$ cat config.mk
export PLATFORM = sky130hd
export DESIGN_NAME = fma_align_add_flat
export DESIGN_NICKNAME = d
export VERILOG_FILES = /design/src/rtl/fma_align_add_if.sv /design/src/rtl/fma_align_add.sv /design/src/flat_wrapper.sv
export SDC_FILE = /design/constraint.sdc
export NUM_CORES = 1
export LEC_CHECK = 0
export BUFFER_PORTS_ARGS = -buffer_cell sky130_fd_sc_hd__buf_2
export CAP_MARGIN = 20
export CORE_ASPECT_RATIO = 2
export CORE_MARGIN = 2
export CORE_UTILIZATION = 35
export DETAILED_ROUTE_END_ITERATION = 6
export SETUP_SLACK_MARGIN = 0.02
export SLEW_MARGIN = 20
export SYNTH_ARGS = -nofsm -noshare
export SYNTH_HDL_FRONTEND = slang
export SYNTH_SLANG_ARGS = --single-unit
$ cat constraint.sdc
create_clock -name clk -period 8 [get_ports clk]
set_input_delay 1.6 -clock clk [delete_from_list [all_inputs] [get_ports clk]]
set_output_delay 1.6 -clock clk [all_outputs]
set_load 0.02 [all_outputs]
$ cat src/rtl/fma_align_add_if.sv
`default_nettype none
// ============================================================================
//  Module   : fma_align_add_if
//  Purpose  : Bundles the operand-in / result-out signals of the FMA
//             alignment-and-add stage.
//  Ports    : master - multiplier/test side (drives operands, reads results)
//             slave  - fma_align_add side (reads operands, drives results)
//  Revision : 1.0 - initial release
// ============================================================================
interface fma_align_add_if;
    logic        align_start;        // operand-valid pulse
    logic [21:0] mantissa_ab_in;     // product significand, 2.20 fixed point
    logic [4:0]  exp_ab_in;          // biased product exponent
    logic        sign_ab_in;         // product sign
    logic [15:0] c_in;               // binary16 addend
    logic [21:0] mantissa_ab_c_out;  // aligned sum significand, 2.20
    logic [4:0]  exp_ab_c_out;       // result exponent before normalization
    logic [4:0]  mantissa_shift_out; // left-shift count for normalizer
    logic        sign_out;           // result sign
    logic        fma_byp_out;        // addend-zero bypass flag
    logic        rounder_start;      // one-cycle result-valid pulse
    logic        busy;               // stage occupied

    modport master (
        output align_start, mantissa_ab_in, exp_ab_in, sign_ab_in, c_in,
        input  mantissa_ab_c_out, exp_ab_c_out, mantissa_shift_out,
               sign_out, fma_byp_out, rounder_start, busy
    );

    modport slave (
        input  align_start, mantissa_ab_in, exp_ab_in, sign_ab_in, c_in,
        output mantissa_ab_c_out, exp_ab_c_out, mantissa_shift_out,
               sign_out, fma_byp_out, rounder_start, busy
    );
endinterface
`default_nettype wire

$ cat src/rtl/fma_align_add.sv
`default_nettype none
// ============================================================================
//  Module   : fma_align_add
//  Purpose  : Aligns a multiplier product against a binary16 addend, adds or
//             subtracts them and computes the left-shift count for the
//             downstream normalizer. Fixed five-state sequence:
//             IDLE -> ALIGN -> ADD -> NORM -> DONE -> IDLE.
//  Ports    : clk  - single clock, rising edge
//             rst  - synchronous active-high reset
//             bus  - fma_align_add_if.slave: operands in, results and
//                    rounder_start / busy out
//  Revision : 1.0 - initial release
// ============================================================================
module fma_align_add (
    input  logic           clk,
    input  logic           rst,
    fma_align_add_if.slave bus
);

    localparam logic [2:0] c_ST_IDLE  = 3'd0;
    localparam logic [2:0] c_ST_ALIGN = 3'd1;
    localparam logic [2:0] c_ST_ADD   = 3'd2;
    localparam logic [2:0] c_ST_NORM  = 3'd3;
    localparam logic [2:0] c_ST_DONE  = 3'd4;

    localparam logic [4:0] c_EXP_MAX  = 5'd31;
    localparam logic [4:0] c_MAN_W    = 5'd22;

    logic [2:0]  r_state;
    logic [2:0]  w_state_next;

    // Operands captured on acceptance
    logic [21:0] r_man_ab;
    logic [4:0]  r_exp_ab;
    logic        r_sign_ab;
    logic [15:0] r_c;

    // ALIGN -> ADD
    logic [21:0] r_big;
    logic [21:0] r_small;
    logic [4:0]  r_res_exp;
    logic        r_big_sign;
    logic        r_eff_sub;
    logic        r_byp;

    // ADD -> NORM
    logic [21:0] r_sum;
    logic [4:0]  r_sum_exp;
    logic        r_sum_sign;

    // Output registers
    logic [21:0] r_man_out;
    logic [4:0]  r_exp_out;
    logic [4:0]  r_shift_out;
    logic        r_sign_out;
    logic        r_byp_out;

    // ------------------------------------------------------------------
    // Next-state logic
    // ------------------------------------------------------------------
    always_comb begin
        w_state_next = r_state;
        case (r_state)
            c_ST_IDLE:  if (bus.align_start) w_state_next = c_ST_ALIGN;
            c_ST_ALIGN: w_state_next = c_ST_ADD;
            c_ST_ADD:   w_state_next = c_ST_NORM;
            c_ST_NORM:  w_state_next = c_ST_DONE;
            c_ST_DONE:  w_state_next = c_ST_IDLE;
            default:    w_state_next = c_ST_IDLE;
        endcase
    end

    // ------------------------------------------------------------------
    // ALIGN datapath (works on the captured operands)
    // ------------------------------------------------------------------
    logic        w_prod_ovf;
    logic [21:0] w_prod_man;
    logic [4:0]  w_prod_exp;
    logic [4:0]  w_add_exp;
    logic [21:0] w_add_man;
    logic        w_byp;
    logic        w_prod_big;
    logic [21:0] w_big_man;
    logic [21:0] w_small_raw;
    logic [4:0]  w_big_exp;
    logic [4:0]  w_small_exp;
    logic        w_big_sign;
    logic        w_small_sign;
    logic [4:0]  w_exp_diff;
    logic [21:0] w_small_shifted;

    // A product of 2.0 or more is pulled back into [1,2); the exponent
    // sticks at the top code rather than wrapping.
    assign w_prod_ovf = r_man_ab[21];
    assign w_prod_man = w_prod_ovf ? {1'b0, r_man_ab[21:1]} : r_man_ab;
    assign w_prod_exp = !w_prod_ovf           ? r_exp_ab :
                        (r_exp_ab == c_EXP_MAX) ? c_EXP_MAX : r_exp_ab + 5'd1;

    // Addend lands in the same 2.20 format; subnormals carry no hidden bit.
    assign w_add_exp = r_c[14:10];
    assign w_add_man = {1'b0, (w_add_exp != 5'd0), r_c[9:0], 10'd0};
    assign w_byp     = (r_c[14:0] == 15'd0);

    // Product wins full ties so a zero addend always leaves it untouched.
    assign w_prod_big = (w_prod_exp > w_add_exp) ||
                        ((w_prod_exp == w_add_exp) && (w_prod_man >= w_add_man));

    assign w_big_man    = w_prod_big ? w_prod_man : w_add_man;
    assign w_small_raw  = w_prod_big ? w_add_man  : w_prod_man;
    assign w_big_exp    = w_prod_big ? w_prod_exp : w_add_exp;
    assign w_small_exp  = w_prod_big ? w_add_exp  : w_prod_exp;
    assign w_big_sign   = w_prod_big ? r_sign_ab  : r_c[15];
    assign w_small_sign = w_prod_big ? r_c[15]    : r_sign_ab;

    assign w_exp_diff      = w_big_exp - w_small_exp;
    assign w_small_shifted = (w_exp_diff >= c_MAN_W) ? 22'd0 : (w_small_raw >> w_exp_diff);

    // ------------------------------------------------------------------
    // ADD datapath. Both operands are below 2.0, so the sum never needs
    // more than 22 bits; the big operand is never smaller, so no borrow.
    // ------------------------------------------------------------------
    logic [21:0] w_sum;
    logic        w_sum_zero;

    assign w_sum      = r_eff_sub ? (r_big - r_small) : (r_big + r_small);
    // Bypass keeps the product's own sign/exponent even for a zero product.
    assign w_sum_zero = (w_sum == 22'd0) && !r_byp;

    // ------------------------------------------------------------------
    // NORM datapath: leading-zero count below the integer bit, clamped so
    // the normalizer never drives the exponent below zero.
    // ------------------------------------------------------------------
    logic [4:0] w_lzc;
    logic [4:0] w_shift;

    always_comb begin
        w_lzc = 5'd21;
        for (int i = 0; i < 21; i++) begin
            if (r_sum[i]) w_lzc = 5'(20 - i);
        end
    end

    assign w_shift = (r_byp || (r_sum == 22'd0) || r_sum[21]) ? 5'd0 :
                     (w_lzc < r_sum_exp) ? w_lzc : r_sum_exp;

    // ------------------------------------------------------------------
    // State and datapath registers
    // ------------------------------------------------------------------
    always_ff @(posedge clk) begin
        if (rst) begin
            r_state     <= c_ST_IDLE;
            r_man_ab    <= '0;
            r_exp_ab    <= '0;
            r_sign_ab   <= 1'b0;
            r_c         <= '0;
            r_big       <= '0;
            r_small     <= '0;
            r_res_exp   <= '0;
            r_big_sign  <= 1'b0;
            r_eff_sub   <= 1'b0;
            r_byp       <= 1'b0;
            r_sum       <= '0;
            r_sum_exp   <= '0;
            r_sum_sign  <= 1'b0;
            r_man_out   <= '0;
            r_exp_out   <= '0;
            r_shift_out <= '0;
            r_sign_out  <= 1'b0;
            r_byp_out   <= 1'b0;
        end else begin
            r_state <= w_state_next;
            case (r_state)
                c_ST_IDLE: begin
                    if (bus.align_start) begin
                        r_man_ab  <= bus.mantissa_ab_in;
                        r_exp_ab  <= bus.exp_ab_in;
                        r_sign_ab <= bus.sign_ab_in;
                        r_c       <= bus.c_in;
                    end
                end
                c_ST_ALIGN: begin
                    r_big      <= w_big_man;
                    r_small    <= w_small_shifted;
                    r_res_exp  <= w_big_exp;
                    r_big_sign <= w_big_sign;
                    r_eff_sub  <= w_big_sign ^ w_small_sign;
                    r_byp      <= w_byp;
                end
                c_ST_ADD: begin
                    r_sum      <= w_sum;
                    r_sum_exp  <= w_sum_zero ? 5'd0 : r_res_exp;
                    r_sum_sign <= w_sum_zero ? 1'b0 : r_big_sign;
                end
                c_ST_NORM: begin
                    r_man_out   <= r_sum;
                    r_exp_out   <= r_sum_exp;
                    r_shift_out <= w_shift;
                    r_sign_out  <= r_sum_sign;
                    r_byp_out   <= r_byp;
                end
                default: begin
                end
            endcase
        end
    end

    assign bus.mantissa_ab_c_out  = r_man_out;
    assign bus.exp_ab_c_out       = r_exp_out;
    assign bus.mantissa_shift_out = r_shift_out;
    assign bus.sign_out           = r_sign_out;
    assign bus.fma_byp_out        = r_byp_out;
    assign bus.rounder_start      = (r_state == c_ST_DONE);
    assign bus.busy               = (r_state != c_ST_IDLE);

endmodule
`default_nettype wire

$ cat src/flat_wrapper.sv
// flat-port wrapper written by rule: the top's interface ports become plain ports
module fma_align_add_flat 
  (clk, rst, bus_align_start, bus_mantissa_ab_in, bus_exp_ab_in, bus_sign_ab_in, bus_c_in, bus_mantissa_ab_c_out, bus_exp_ab_c_out, bus_mantissa_shift_out, bus_sign_out, bus_fma_byp_out, bus_rounder_start, bus_busy);
  fma_align_add_if bus_i ();
  input  logic clk;
  input  logic rst;
  input wire logic [$bits(bus_i.align_start)-1:0] bus_align_start;
  input wire logic [$bits(bus_i.mantissa_ab_in)-1:0] bus_mantissa_ab_in;
  input wire logic [$bits(bus_i.exp_ab_in)-1:0] bus_exp_ab_in;
  input wire logic [$bits(bus_i.sign_ab_in)-1:0] bus_sign_ab_in;
  input wire logic [$bits(bus_i.c_in)-1:0] bus_c_in;
  output wire logic [$bits(bus_i.mantissa_ab_c_out)-1:0] bus_mantissa_ab_c_out;
  output wire logic [$bits(bus_i.exp_ab_c_out)-1:0] bus_exp_ab_c_out;
  output wire logic [$bits(bus_i.mantissa_shift_out)-1:0] bus_mantissa_shift_out;
  output wire logic [$bits(bus_i.sign_out)-1:0] bus_sign_out;
  output wire logic [$bits(bus_i.fma_byp_out)-1:0] bus_fma_byp_out;
  output wire logic [$bits(bus_i.rounder_start)-1:0] bus_rounder_start;
  output wire logic [$bits(bus_i.busy)-1:0] bus_busy;
  assign bus_i.align_start = bus_align_start;
  assign bus_i.mantissa_ab_in = bus_mantissa_ab_in;
  assign bus_i.exp_ab_in = bus_exp_ab_in;
  assign bus_i.sign_ab_in = bus_sign_ab_in;
  assign bus_i.c_in = bus_c_in;
  assign bus_mantissa_ab_c_out = bus_i.mantissa_ab_c_out;
  assign bus_exp_ab_c_out = bus_i.exp_ab_c_out;
  assign bus_mantissa_shift_out = bus_i.mantissa_shift_out;
  assign bus_sign_out = bus_i.sign_out;
  assign bus_fma_byp_out = bus_i.fma_byp_out;
  assign bus_rounder_start = bus_i.rounder_start;
  assign bus_busy = bus_i.busy;
  fma_align_add u_core (.clk(clk), .rst(rst), .bus(bus_i));
endmodule
==> run summary, run 1 <==
run status: complete, no violations
first-pass GRT wire length: 44800 um
Post-synth EDFFs: 0
post-synthesis compound-gate area fraction: 21.1%
post-CTS setup buffer count: 0
fin crit period: 5.86 ns
peak supply drop: 168 uV
vias: 8813
clock transition at the registers of the reported paths: 0.07 ns
post-synth top area cell: dfxtp_1
FP Rows: 85
Die ar.: 0.0287 mm2
Distinct cells, synth: 75
Critical Path Start Type: flop
Max Clock Skew: 0.0122 ns
I/O Buffers: 82
flop2flop setup slack: 2.14 ns
Detail Route Antenna Nets: 0
fraction of layout instances using a drive strength above 1: 12.5%
antenna diode count: 0
Least-Margin Pin Slew: 1.15 ns
post-synthesis adder-cell area fraction: 5.97%
Final setup violation count: 0
Resize count post-CTS: 0
initial antenna violation count: 0
Max Clk Rate: 0.171 GHz
Hold Startpoint: u_core.bus.mantissa_ab_c_out[18]
Detail Placement HPWL: 22400 um
Post-CTS Hold Buffers: 0
Layout Nets: 1391
Primary FF master, synth: dfxtp_1
CP startpoint: u_core.r_man_ab[21]
setup slack after layout: 2.14 ns
setup TNS: 0 ns
Combinational Power Share: 50.8%
core area: 0.0269 mm2
post-synthesis xor/xnor area fraction: 4.28%
crit path max fanout: 30
worst skew pair latency: 0.46 ns
power share of the sequential group: 26.2%
GRT Residual Overflow: 0
Final Slew Violations: 0
largest net degree at the start of global routing: 74
Simple-Gate Fraction of Synth Area: 22.4%
Net Count, Synth: 1353
die width: 121 um
Max-cap violations: 0
gr usage total: 20.1%
worst r2r src: u_core.r_man_ab[21]
final instance area: 0.0108 mm2
Overall Power: 3.56 mW
DP Cell Count: 1628
CTS tree: done
Root Driver: clkbuf_16
chip height: 238 um
commonest non-fill, non-tap cell in the layout: nand2_1
vias in the first global route: 8692
CP Data Arrival Time: 6.25 ns
Internal Power: 2.00 mW
Critical Path End Type: flop
Yosys reg bits: 159
Hold Path Class: reg2reg
synth top area cells: dfxtp_1 (33%), nand2_1 (9.5%), a21oi_1 (9.1%), ha_1 (5.8%), mux2i_1 (5.8%)
Max-slew headroom: 23.5%
vias per cell: 5.31
post-synthesis sequential area ratio: 33.3%
fin cells: 1660
Avg Inst Size Synth: 7.58 um2
Pleak: 4.32 nW
Initial DRC Count: 481
largest family of logic cells by synthesized area: simple AND/OR/NAND/NOR gates
Area growth, synth to finish: 13.1%
# IOs: 83
final WL: 28200 um
Place WS: 2.26 ns
cells after synthesis: 1261
Warnings, synthesis: 0
clock tree buffer depth: 2
WHS: 0.450 ns
power density over the cells: 330 mW/mm2
worst setup path category: reg2reg
Pre-antenna DRT Iters: 5
post-synth top area share: 33.3%
switch share: 43.8%
most frequent cells in the layout: nand2_1 (243), a21oi_1 (173), dfxtp_1 (159)
RSZ-0062 raised after global routing: no
mux contribution to synthesized area: 7.80%
WL/cell: 17.0 um
CTS H-tree lvls: 4
Fin. Hold Viols: 0
Starting Density: 35.5%
Core Util, Final: 40.2%
sw power: 1.56 mW
TritonCTS Sinks: 159
routability congestion estimate from global placement: 1.00
Async SR Flop Fraction: 0%
Placed Area: 0.0102 mm2
TritonCTS buffer count: 17
post-route DRC violation count: 0
Req. time, crit path: 8.39 ns
Clk pwr share: 23.0%
Tcrit/Tclk final: 73.3%
Mapped Area: 0.00956 mm2
## flip-flops by register name, summed over array words and instances, names as in the netlist, 16 cells and up
signal,cells
u_core.r_c,16
u_core.r_big,21
u_core.bus.mantissa_ab_c_out,22
u_core.r_small,21
u_core.r_sum,22
u_core.r_man_ab,22
## synthesized netlist by cell type (all sizes together) (3+ instances only)
master     n
o31ai      6
mux2i     55
o21a       3
clkbuf    58
a21oi    174
inv       52
or4        3
a22oi      9
o211ai     7
nand2b     3
xor2       8
ha        44
nor4       8
nor2     119
and3b      3
a21o       9
a2111oi    3
and2       8
nand3     19
a211o      4
a31oi      9
o21ai     41
nand2    243
and3       7
mux2      17
nand4      8
or2        4
o21bai     5
a2bb2oi    7
nor3b      4
or3        8
o31a       4
nor2b      9
a211oi    29
dfxtp    159
o22ai      5
buf       15
xnor2     37
nor3      32
## critical path, stage by stage (launching register included)
cell and delay [ns]:
dfxtp_1 0.31, buf_4 0.34, and4_1 0.33, a21oi_1 0.15, ha_1 1.08, and3_1 0.36, o2111a_2 0.27, a2bb2oi_4 0.07
o22ai_1 0.27, inv_1 0.08, ha_1 0.69, inv_1 0.53, mux2i_1 0.32, a21oi_1 0.13, o21ai_0 0.56, a21oi_1 0.15
o21ai_1 0.13
## routing by layer
layer / global-route usage [%] / routed length, um / share of wire [%] / up-vias
met2: 39.6 / 16000 / 57 / 172
met3: 3.21 / 658 / 2.3 / 75
met5: 0 / 0 / 0 / -
met4: 12.3 / 1580 / 5.6 / 0
met1: 18.4 / 9950 / 35 / 4100
li1: - / - / - / 4466
## worst paths after layout
path                                            to  depth (start not counted)
setup / recovery                 u_core.r_small[6]                         16
hold / removal    u_core.bus.mantissa_ab_c_out[18]                          2
setup reg to reg                 u_core.r_small[6]                         16
hold reg to reg   u_core.bus.mantissa_ab_c_out[18]                          2
## power by group through the flow
stage | Combinational [mW] | Clock, mW | Sequential [mW]
after floorplan | 1.40 | 0 | 0.918
after global placement | 1.79 | 0 | 0.949
after detailed placement | 1.80 | 0 | 0.950
after CTS | 1.81 | 0.838 | 0.932
after global routing | 1.99 | 0.870 | 0.941
final | 1.81 | 0.819 | 0.933
## kinds of logic (layout without fill, tap and decap cells)
logic type               Yosys count  after routing
AO/OA/AOI/OAI                    328            328
XOR/XNOR                          45             45
adder cells (fa/ha/maj)           45             45
buffers and inverters            125            176
flip-flops                       159            159
multiplexers                      72             72
AND/OR/NAND/NOR                  487            487
## final cells by class
type / count / area, um2
Fill cell: 2901 / 16100
Multi-Input combinational cell: 977 / 5910
Sequential cell: 159 / 3180
Timing Repair Buffer: 92 / 488
Tap cell: 348 / 435
Clock buffer: 17 / 425
Inverter: 52 / 195
Clock inverter: 15 / 170
(Power assumes the default switching activity.)
==> run 2: changes to the inputs <==
Settings changed: ABC_AREA from default to 1.
Clock period 8 ns to 5.4 ns, I/O delays scaled along.
==> run summary, run 2 <==
run status: complete, no violations (unchanged)
post-synth top area cell: dfxtp_1 (unchanged)
setup TNS: 0 ns (unchanged)
first-pass GRT wire length: 44100 um (was 44800 um)
worst skew pair latency: 0.45 ns (was 0.46 ns)
cells after synthesis: 1472 (was 1261)
vias per cell: 5.03 (was 5.31)
RSZ-0062 raised after global routing: no (unchanged)
Distinct cells, synth: 44 (was 75)
Avg Inst Size Synth: 6.60 um2 (was 7.58 um2)
top post-synthesis cells by count: nand2_1 (323), a21oi_1 (190), inv_1 (177) (was nand2_1 (243), a21oi_1 (173), dfxtp_1 (159))
Tcrit/Tclk final: 88.7% (was 73.3%)
Max-cap violations: 0 (unchanged)
Detail Placement HPWL: 21500 um (was 22400 um)
CP cell instances: nand2_1 > nor3_1 > nor2_1 > nor3_1 > inv_1 > ha_1 > nand4_1 > o2111a_1 > nand2_1 > nand2_2 > buf_4 > nand2_1 > nand3_1 > nand2_1 > nand2_1 > nand2_1 > nor3_2 > nand2_1 > nand2_1 > nand3_1 > a21oi_1 (was buf_4 > and4_1 > a21oi_1 > ha_1 > and3_1 > o2111a_2 > a2bb2oi_4 > o22ai_1 > inv_1 > ha_1 > inv_1 > mux2i_1 > a21oi_1 > o21ai_0 > a21oi_1 > o21ai_1)
WL/cell: 14.5 um (was 17.0 um)
WHS: 0.453 ns (was 0.450 ns)
# IOs: 83 (unchanged)
Pre-antenna DRT Iters: 5 (unchanged)
clock transition at the registers of the reported paths: 0.06 ns (was 0.07 ns)
Max Clk Rate: 0.209 GHz (was 0.171 GHz)
Fin. Hold Viols: 0 (unchanged)
final WL: 27300 um (was 28200 um)
Post-synth EDFFs: 0 (unchanged)
vias in the first global route: 9154 (was 8692)
die width: 122 um (was 121 um)
fraction of layout instances using a drive strength above 1: 10.1% (was 12.5%)
clock tree buffer depth: 2 (unchanged)
antenna diode count: 0 (unchanged)
Hold Path Class: reg2reg (unchanged)
Resize count post-CTS: 0 (unchanged)
most frequent cell after synthesis: nand2_1 (unchanged)
# fillers: 3002 (was 2901)
post-CTS setup buffer count: 0 (unchanged)
post-synthesis sequential area ratio: 32.8% (was 33.3%)
Yosys reg bits: 159 (unchanged)
most frequent cells in the layout: nand2_1 (323), a21oi_1 (190), inv_1 (176) (was nand2_1 (243), a21oi_1 (173), dfxtp_1 (159))
core area: 0.0274 mm2 (was 0.0269 mm2)
gr usage total: 19.2% (was 20.1%)
Starting Density: 35.4% (was 35.5%)
CTS H-tree lvls: 4 (unchanged)
Max-slew headroom: 23.9% (was 23.5%)
peak supply drop: 233 uV (was 168 uV)
Area growth, synth to finish: 12.3% (was 13.1%)
crit path max fanout: 56 (was 30)
TritonCTS buffer count: 17 (unchanged)
Die ar.: 0.0292 mm2 (was 0.0287 mm2)
Final Slew Violations: 0 (unchanged)
largest net degree at the start of global routing: 89 (was 74)
Post-CTS Hold Buffers: 0 (unchanged)
Critical Path End Type: flop (unchanged)
Async SR Flop Fraction: 0% (unchanged)
I/O Buffers: 82 (unchanged)
GRT Residual Overflow: 0 (unchanged)
CTS tree: done (unchanged)
Req. time, crit path: 5.77 ns (was 8.39 ns)
initial antenna violation count: 0 (unchanged)
vias: 9460 (was 8813)
TritonCTS Sinks: 159 (unchanged)
Net Count, Synth: 1564 (was 1353)
Crit-path slowest cell: dfxtp_2 (was ha_1)
post-synth top area share: 32.8% (was 33.3%)
synth top area cells: dfxtp_1 (33%), nand2_1 (12%), a21oi_1 (9.8%), o21ai_0 (7.2%), nand3_1 (7.1%) (was dfxtp_1 (33%), nand2_1 (9.5%), a21oi_1 (9.1%), ha_1 (5.8%), mux2i_1 (5.8%))
chip height: 240 um (was 238 um)
commonest non-fill, non-tap cell in the layout: nand2_1 (unchanged)
CP most frequent cell: nand2_1 (was a21oi_1)
Max Clock Skew: 0.00730 ns (was 0.0122 ns)
Critical Path Start Type: flop (unchanged)
fin crit period: 4.79 ns (was 5.86 ns)
post-route DRC violation count: 0 (unchanged)
Layout Nets: 1607 (was 1391)
routability congestion estimate from global placement: 0.909 (was 1.00)
Primary FF master, synth: dfxtp_1 (unchanged)
Least-Margin Pin Slew: 1.13 ns (was 1.15 ns)
power density over the cells: 550 mW/mm2 (was 330 mW/mm2)
FP Rows: 86 (was 85)
Initial DRC Count: 372 (was 481)
Root Driver: clkbuf_16 (unchanged)
Warnings, synthesis: 0 (unchanged)
Max stage delay on crit path: 0.54 ns (was 1.08 ns)
Pleak: 5.15 nW (was 4.32 nW)
CP Data Arrival Time: 5.16 ns (was 6.25 ns)
Detail Route Antenna Nets: 0 (unchanged)
worst setup path category: reg2reg (unchanged)
Core Util, Final: 39.8% (was 40.2%)
Mapped Area: 0.00972 mm2 (was 0.00956 mm2)
Final setup violation count: 0 (unchanged)
-- run 2: cell count changes after synthesis, sizes merged, moves of 20 or more --
cell / change
nor3: -20
o21ai: +117
xnor2: -22
nor2: -47
a211oi: -26
inv: +127
nand3: +122
mux2i: -55
nand2: +90
-- run 2: final timing paths --
| check | startpoint | endpoint | slack (ns) | cells past startpoint |
|---|---|---|---|---|
| setup / recovery | u_core.r_man_ab[21] | u_core.r_small[3] | 0.61 | 21 |
| hold reg to reg | u_core.r_man_ab[0] | u_core.r_man_ab[0] | 0.45 | 2 |
| hold / removal | u_core.r_man_ab[0] | u_core.r_man_ab[0] | 0.45 | 2 |
| setup reg to reg | u_core.r_man_ab[21] | u_core.r_small[3] | 0.61 | 21 |
-- run 2: through the flow --
stage               cells  cell area [um2]  total power, mW  setup WS [ns]
detailed placement   1848            10300             4.84          0.439
global placement     1848            10300             4.82          0.565
finish               1879            10900             6.00          0.610
floorplan            1472             9720             4.09           1.64
global route         1879            10900             6.54          0.101
CTS                  1879            10900             6.04          0.428
-- run 2: area by class of cell --
class                   count  area [um2]  area share (%)
clock inverters            10         113            1.03
multi-input cells        1057        5510            50.5
repair buffers             98         531            4.86
well taps                 352         440            4.04
clock buffers              21         450            4.13
flip-flops and latches    159        3180            29.2
inverters                 182         683            6.26
-- run 2: layer usage --
metal,vias to the layer above,global-route usage [%],wire [um]
met5,-,0,0
met3,62,2.48,632
met2,174,37.8,15200
met1,4263,18.6,10300
met4,0,10.8,1250
li1,4961,-,-
-- run 2: report_power, final --
part	switching (mW)	leakage, nW	internal [mW]	total (mW)
Clock	0.494	0.273	0.687	1.18
Combinational	2.29	3.58	1.17	3.46
Sequential	0.0823	1.30	1.28	1.36
Total	2.86	5.15	3.14	6.00
-- run 2: logic make-up (layout without fill, tap and decap cells) --
| logic type | count (synthesis) | after routing | share of synthesized area, % |
|---|---|---|---|
| DFF | 159 | 159 | 32.8 |
| buffers and inverters | 256 | 311 | 10.7 |
| adders and majority gates | 45 | 45 | 5.87 |
| xor gates and xnor gates | 40 | 40 | 3.61 |
| and+or+nand+nor | 587 | 587 | 26.0 |
| AOI/OAI and AO/OA | 385 | 385 | 21.1 |
-- run 2: critical path, delay by kind of cell (launching register included) --
| kind | cells | cell delay, ns |
|---|---|---|
| compound gates | 2 | 0.38 |
| flops | 1 | 0.54 |
| buf+inv | 2 | 0.53 |
| simple gates | 16 | 2.87 |
| fa+ha+maj | 1 | 0.36 |
